**src/rtl/instr_fetch_unit.sv**
```systemverilog
`timescale 1ns/1ps
// Fetch stage: fetch PC, sync-read imem request, 2-entry instruction FIFO.
// `define IFU_PERF_CNT_EN adds saturating perf_fetched / perf_bubbles counters.
module instr_fetch_unit #(
  parameter int XLEN = 32,
  parameter logic [XLEN-1:0] RESET_PC = '0,
  parameter int IMEM_AW = 8
) (
  input  logic               clk,
  input  logic               rst,
  output logic               imem_en,
  output logic [IMEM_AW-1:0] imem_addr,
  input  logic [XLEN-1:0]    imem_rdata,
  input  logic               redirect_valid,
  input  logic [XLEN-1:0]    redirect_pc,
  output logic               instr_valid,
  input  logic               instr_ready,
  output logic [XLEN-1:0]    instr,
  output logic [XLEN-1:0]    instr_pc,
  output logic [XLEN-1:0]    pc_plus4
`ifdef IFU_PERF_CNT_EN
  ,
  output logic [31:0]        perf_fetched,
  output logic [31:0]        perf_bubbles
`endif
);

  typedef struct packed {
    logic [XLEN-1:0] instr;
    logic [XLEN-1:0] pc;
  } entry_t;

  logic [XLEN-1:0] fpc;
  logic [XLEN-1:0] inflight_pc;
  logic [XLEN-1:0] target;
  logic            inflight;
  logic            kill;
  logic [1:0]      count;
  entry_t          e0;
  entry_t          e1;
  entry_t          new_e;
  logic            pop;
  logic            push;
  logic [2:0]      occ;

  assign instr_valid = (count != 2'd0);
  assign pop = instr_valid & instr_ready;
  // A redirect in the arrival cycle discards the response as well.
  assign push = inflight & ~kill & ~redirect_valid;
  assign occ = {1'b0, count} + {2'b0, inflight} - {2'b0, pop};
  assign imem_en = rst & ~redirect_valid & (occ < 3'd2);
  assign imem_addr = fpc[IMEM_AW+1:2];
  assign target = redirect_pc & ~XLEN'(3);

  assign new_e = '{instr: imem_rdata, pc: inflight_pc};
  assign instr = e0.instr;
  assign instr_pc = e0.pc;
  assign pc_plus4 = e0.pc + XLEN'(4);

  always_ff @(posedge clk or negedge rst) begin
    if (!rst) begin
      fpc <= RESET_PC;
      inflight <= 1'b0;
      inflight_pc <= '0;
      kill <= 1'b0;
      count <= 2'd0;
      e0 <= '0;
      e1 <= '0;
    end else begin
      kill <= redirect_valid;
      inflight <= imem_en;
      if (imem_en) begin
        inflight_pc <= fpc;
        fpc <= fpc + XLEN'(4);
      end
      if (redirect_valid) begin
        fpc <= target;
        count <= 2'd0;
      end else begin
        unique case ({push, pop})
          2'b10: begin
            if (count == 2'd0) e0 <= new_e;
            else e1 <= new_e;
          end
          2'b01: e0 <= e1;
          2'b11: begin
            if (count == 2'd1) begin
              e0 <= new_e;
            end else begin
              e0 <= e1;
              e1 <= new_e;
            end
          end
          default: ;
        endcase
        count <= count + {1'b0, push} - {1'b0, pop};
      end
    end
  end

`ifdef IFU_PERF_CNT_EN
  always_ff @(posedge clk or negedge rst) begin
    if (!rst) begin
      perf_fetched <= '0;
      perf_bubbles <= '0;
    end else begin
      if (pop && perf_fetched != 32'hFFFF_FFFF)
        perf_fetched <= perf_fetched + 32'd1;
      if (instr_ready && !instr_valid && perf_bubbles != 32'hFFFF_FFFF)
        perf_bubbles <= perf_bubbles + 32'd1;
    end
  end
`endif

endmodule
```
**config.mk**
```make
export PLATFORM = sky130hd
export DESIGN_NAME = instr_fetch_unit
export DESIGN_NICKNAME = d
export VERILOG_FILES = /design/src/rtl/instr_fetch_unit.sv
export SDC_FILE = /design/constraint.sdc
export NUM_CORES = 1
export LEC_CHECK = 0
export ABC_CLOCK_PERIOD_IN_PS = 3900
export CAP_MARGIN = 20
export CORE_ASPECT_RATIO = 0.8
export CORE_MARGIN = 5
export CORE_UTILIZATION = 50
export CTS_CLUSTER_DIAMETER = 150
export DETAILED_ROUTE_END_ITERATION = 6
export PLACE_DENSITY = 0.78
export SYNTH_ARGS = -nofsm -noshare
export SYNTH_HDL_FRONTEND = slang
export SYNTH_SLANG_ARGS = --single-unit
```
**constraint.sdc**
```tcl
create_clock -name clk -period 3.9 [get_ports clk]
set_input_delay 0.39 -clock clk [delete_from_list [all_inputs] [get_ports clk]]
set_output_delay 0.39 -clock clk [all_outputs]
set_load 0.05 [all_outputs]
```
### Word-level counts from Yosys, hierarchy flattened

Cells that the tools add are included.

* $add $sub $neg: 6
* magnitude comparators: 1
* equal/unequal tests: 7
* multiplexer cells: 9
* bitwise gates (word level): 7
* reductions and logical operators: 7

Operators by type and width (number)
* 64-bit two-way mux: 4
* 64-bit one-hot mux with 3 select lines: 1
* 64-bit one-hot mux with 2 select lines: 1
* 32-bit by 3-bit adder with 32-bit output (second input constant): 2
* 32-bit two-way mux: 2
* 2-bit != test (second input constant): 3
* 2-bit nonzero test: 3
* 1-bit bitwise AND: 5
* 2-bit by 1-bit == test with 1-bit output (second input constant): 2
* 2-bit == test (second input constant): 2
* 4-bit AND reduction: 1
* 2-bit by 1-bit adder with 3-bit output: 1
* 3-bit by 2-bit less-than comparator with 1-bit output (second input constant): 1
* 3-bit AND reduction: 1
* 3-bit nonzero test: 1
* 3-bit by 1-bit subtractor with 3-bit output: 1
* 2-bit by 1-bit adder with 2-bit output: 1
* 2-bit zero test: 1
* 2-bit two-way mux: 1
* 1-bit inverter: 2
* 2-bit by 1-bit subtractor with 2-bit output: 1

* register bits: 196
* input port bits: 68
* output and inout port bits: 106

### Depth between registers and ports, before layout

* word-level depth: 7
* gate-level depth with buffers: 16
* gate-level depth less buffers: 13

### Least setup slack after synthesis

Ideal clock, no wire load.

* kind: register -> output
* start: register count[1]
* end: output port imem_en
* arrival: 3.154 ns
* setup slack: 0.356 ns
* cell stages (with the launch flop): 15
* path through: dfrtp_1 > buf_6 > nor2_1 > inv_1 > nand2_1 > inv_1 > ha_1 > nand2b_1 > fa_1 > xor2_2 > or3_1 > buf_6 > inv_6 > buf_4 > buf_2

* word-level cells in the longest chain between the ends: 5
* elaborated cells on any way between the ends: 6
* those cells by class: add/sub (2); order compare (1); bitwise (2); reduce/logical (1)

Ends and longest elaborated chain
* start, declared: line 38 `logic [1:0] count;`
* start signal, assigned: line 96 `count <= count + {1'b0, push} - {1'b0, pop};`
* 2-bit nonzero test: line 46 `assign instr_valid = (count != 2'd0);`
* via instr_valid: line 16 `output logic instr_valid,`
* 1-bit bitwise AND: line 47 `assign pop = instr_valid & instr_ready;`
* 3-bit by 1-bit subtractor with 3-bit output: line 50 `assign occ = {1'b0, count} + {2'b0, inflight} - {2'b0, pop};`
* 3-bit by 2-bit less-than comparator with 1-bit output: line 51 `assign imem_en = rst & ~redirect_valid & (occ < 3'd2);`
* 1-bit bitwise AND: line 51
* end, declared: line 11 `output logic imem_en,`

The timed path passes the listed nets, and every way through them passes these cells.

### Worst setup path after layout

* start: register count[0]
* end: output port imem_en

* word-level cells in the longest chain between the ends: 5
* elaborated cells on any way between the ends: 6
* those cells by class: add/sub (2); order compare (1); bitwise (2); reduce/logical (1)

Ends and longest elaborated chain (line)
* branches (longest 2 deep; another with 2-bit by 1-bit adder with 3-bit output)
* 3-bit by 1-bit subtractor with 3-bit output *: 50
* 3-bit by 2-bit less-than comparator with 1-bit output *: 51
* 1-bit bitwise AND *: 51

Every way passes the cells marked *.

==> run summary <==
The number of buffers inserted by post-CTS setup repair is 0, and the starting density of the core is 50.9%. Timing analysis after detailed placement gives a worst setup slack of 0.192 ns. The run gives 933 as the number of nets produced by synthesis. Mean routed wirelength per cell: 17.7 microns. The data required time at the worst endpoint is 3.51 ns. For the worst endpoint data arrival time, the log shows 3.26 ns. Maximum net fanout on the critical path: 16. In this run the tool buffered the top-level ports with 171 buffer cells. The synthesized netlist occupies a cell area of 8840 sq um. The tools report the endpoint class of the critical path as an output port. The routed design has 22.0 mm of wire. The proportion of synthesized flip-flops having asynchronous set or reset came out at 100%. The netlist uses 49 different library cells. The repair_antennas step left the layout with diodes totalling 0.

Measured along the y axis, the die boundary spans 129 microns. The maximum ir drop on the vdd rail is 0.662 mV. At the end of the flow the core is filled with cells to 65.4%.

The worst setup path category was flip-flop to output port. In this run the power density over the cells is 896 nW/um^2. In this run, the clock network consumes 17.5% of the power. The routed design could run at a clock period as short as 3.65 ns. The overall die width works out to 159 microns. Traced cell by cell, the critical path runs through nor2_2 -> inv_1 -> nand2_2 -> inv_1 -> ha_1 -> nand2b_1 -> fa_1 -> xor2_2 -> or3_4 -> inv_6 -> buf_4 -> buf_12.

The number of max-slew violations in the final report is 0, and the core area is 17,400 sq um. The TritonCTS sink count is 189, and the largest net degree at the start of global routing is 72. For this run, the slowest stage of the critical path takes 0.42 ns. The overall power of the completed layout is 10.2 mW, and the clock edge transition at the registers on the reported setup and hold paths is 0.07 ns. At the pin with the least slew margin, the transition time is 0.916 ns. The floorplan has 43 rows.

TritonCTS built the clock tree. Of the available clock period, the critical path in the final layout requires 93.6%. Master of the slowest instance on the critical path: dfrtp_1. Sequential cells burn 34.1% of the power. In this run the power spent charging and discharging nets is 4.61 mW. A synthesized cell averages 10.3 sq um. Leaving out fill and tap cells, the most frequent cell in the layout is dfrtp_1.

The number of vias per cell is 5.69, and the share of cells above drive strength 1 is 13.0%. For this run, the leading register cell type out of synthesis is dfrtp_1. The finished cells cover 11,400 sq um.

Between clock sinks in the finished design, the worst skew comes to 0.0112 ns. In this run the number of H-tree levels came out at 4. The logs give 48.3% for the combinational share of power and 0.46 ns for the setup slack on the worst flop-to-flop path. Max-cap violations in this run came to 0.

The buffer depth of the longest clock path was 2. The logs give 1,079 for the net count of the finished layout and 7,054 for the via count of the first global-routing pass. The part of the Yosys area used for sequential elements was 53.5%. The first global-routing pass estimated 36.2 mm of wire. The number of failing hold endpoints at the final stage was 0.

The library cells used most frequently in the layout, excluding fill and tap cells, are dfrtp_1, clkdlybuf4s50_1, nand2_1. The flow ran to the end, and the final reports show no timing, DRC or antenna violations. The final sum of negative setup slack is 0 ns. Summed over all cells, the static leakage comes to 4.87 nW.

In this run, synthesis produced a sequential element count of 189. STA classifies the critical path startpoint as a flip-flop. The run gives 0 as the initial antenna violation count. The DRC violation count after routing was 0. The number of flops mapped to enable cells by yosys is 0. For this run, the total global-route usage over all layers was measured as 22.2%. Routability-driven placement finished with a final weighted congestion of 0.845. The logs give 7 for the number of detailed-routing iterations run before antenna repair and 0.250 ns for the final worst-path setup slack. The switching share of power was 45.2%; the global route total overflow was 0. The number of warnings reported in the yosys synthesis log is 0, and the number of buffers added by the clock tree synthesis step is 17. Setup repair after global routing left no endpoint under its margin. The most numerous cell type found on the critical path is inv_1. The area growth from synthesis to layout is 28.6%. For this design the top-level I/O count stands at 174.

The cell sitting at the root of the clock tree is a clkbuf_16. The first-iteration detailed-routing DRC count is 553, and the total internal power is 5.58 mW. For the routed via count, the log shows 7,058. The run gives 38.9% as the headroom to the max-slew limit. The run gives 0 as the final count of negative-setup-slack endpoints. Based on the critical path, the design can be clocked at up to 274 MHz. The clock network latency to the later pin of the worst-skew pair was 0.43 ns. The path class of the lowest-slack min-delay path was primary input to async pin.

Once detailed placement completed, the half-perimeter wirelength came to 15.1 mm. The floorplan step defined a die boundary enclosing 20,500 sq um. The number of instances in the synthesized netlist came out at 857. For the post-detailed-route count of antenna-violating nets, the log shows 0. In this run the cell area measured after placement is 10,700 sq um.
-- sequential cells by signal (all words and copies together), names as in the netlist --
register,cells
e1,62
instr,32
instr_pc,31
fpc,30
inflight_pc,30
count,2
inflight,1
kill,1
-- synthesized netlist by cell type (all sizes together) (3+ instances only) --
cell    count  area, sq um
a21o        3         22.5
a21oi      70          350
a221o       7         70.1
a22oi      63          473
a32oi       3         26.3
and3       10         62.6
and4        4         35.0
buf        32          210
clkbuf     33          124
dfrtp     189         4730
ha          7         87.6
inv        13         53.8
mux2       62          698
nand2     129          484
nand3      27          135
nand4      18          143
nor2       77          289
nor2b       3         18.8
nor3       11         71.3
nor4        3         40.0
o211ai      7         52.6
o21ai      23          115
o311ai     12          105
or3         3         18.8
xnor2      25          219
xor2        7         68.8
-- logic make-up after synthesis --
family          Yosys count  share of synthesized area [%]
buf+inv                  78                           4.39
mux                      62                           7.90
flops                   189                           53.5
simple gates            292                           15.2
xor+xnor                 32                           3.26
fa+ha+maj                 8                           1.22
compound gates          196                           14.5
-- final cells by class --
cell class / count / area (sq um)
timing repair buffer: 192 / 1920
tap: 225 / 282
inverter: 13 / 53.8
clock buffer: 17 / 425
multi-input combinational: 590 / 3760
fill: 1396 / 6010
sequential: 189 / 4730
clock inverter: 15 / 186
-- worst max-delay path, delay by kind of cell, from the launching register on --
| kind | cells | cell delay (ns) |
|---|---|---|
| and+or+nand+nor | 4 | 0.83 |
| buffers and inverters | 5 | 0.68 |
| xor gates and xnor gates | 1 | 0.22 |
| DFF | 1 | 0.42 |
| adders and majority gates | 2 | 0.67 |
-- power groups by stage --
stage / logic (mW) / clock network (mW) / registers (mW)
global route: 5.26 / 1.91 / 3.61
floorplan: 2.29 / 0 / 4.46
finish: 4.92 / 1.79 / 3.48
CTS: 4.95 / 1.82 / 3.48
global placement: 4.84 / 0 / 3.46
detailed placement: 4.93 / 0 / 3.50
-- through the flow --
stage	cells	hold WS, ns
6_report	1241	0.498
5_1_grt	1241	0.517
3_5_place_dp	1208	0.396
4_1_cts	1241	0.505
2_1_floorplan	857	0.0944
3_3_place_gp	1208	0.395
-- what timing repair did --
item,in CTS,in global routing
hold buffers,1,0
resized for setup,0,3
endpoints found under the setup margin,0,1
hold endpoints to repair,57,0
-- path summary, 6_finish.rpt --
path / depth (start not counted) / startpoint / endpoint
min: 2 / rst / instr_pc[9]$_DFFE_PN0P_
max reg2reg: 14 / count[0]$_DFF_PN0_ / fpc[5]$_DFFE_PN0P_
max in group asynchronous: 3 / rst / inflight_pc[25]$_DFFE_PN0P_
min reg2reg: 2 / inflight_pc[25]$_DFFE_PN0P_ / inflight_pc[25]$_DFFE_PN0P_
max: 12 / count[0]$_DFF_PN0_ / imem_en
min in group clk: 2 / inflight_pc[25]$_DFFE_PN0P_ / inflight_pc[25]$_DFFE_PN0P_
-- metal layers --
metal  vias to the layer above  GRT usage (%)  share of wire [%]  wire (microns)
li1                       3322              -                  -               -
met1                      3455           31.6                 44            9720
met2                       252           35.2                 48           10500
met3                        29           4.40                6.3            1390
met4                         0           5.47                1.4             306
met5                         -              0                  0               0
Note: power is estimated with default switching activity, not from simulation.
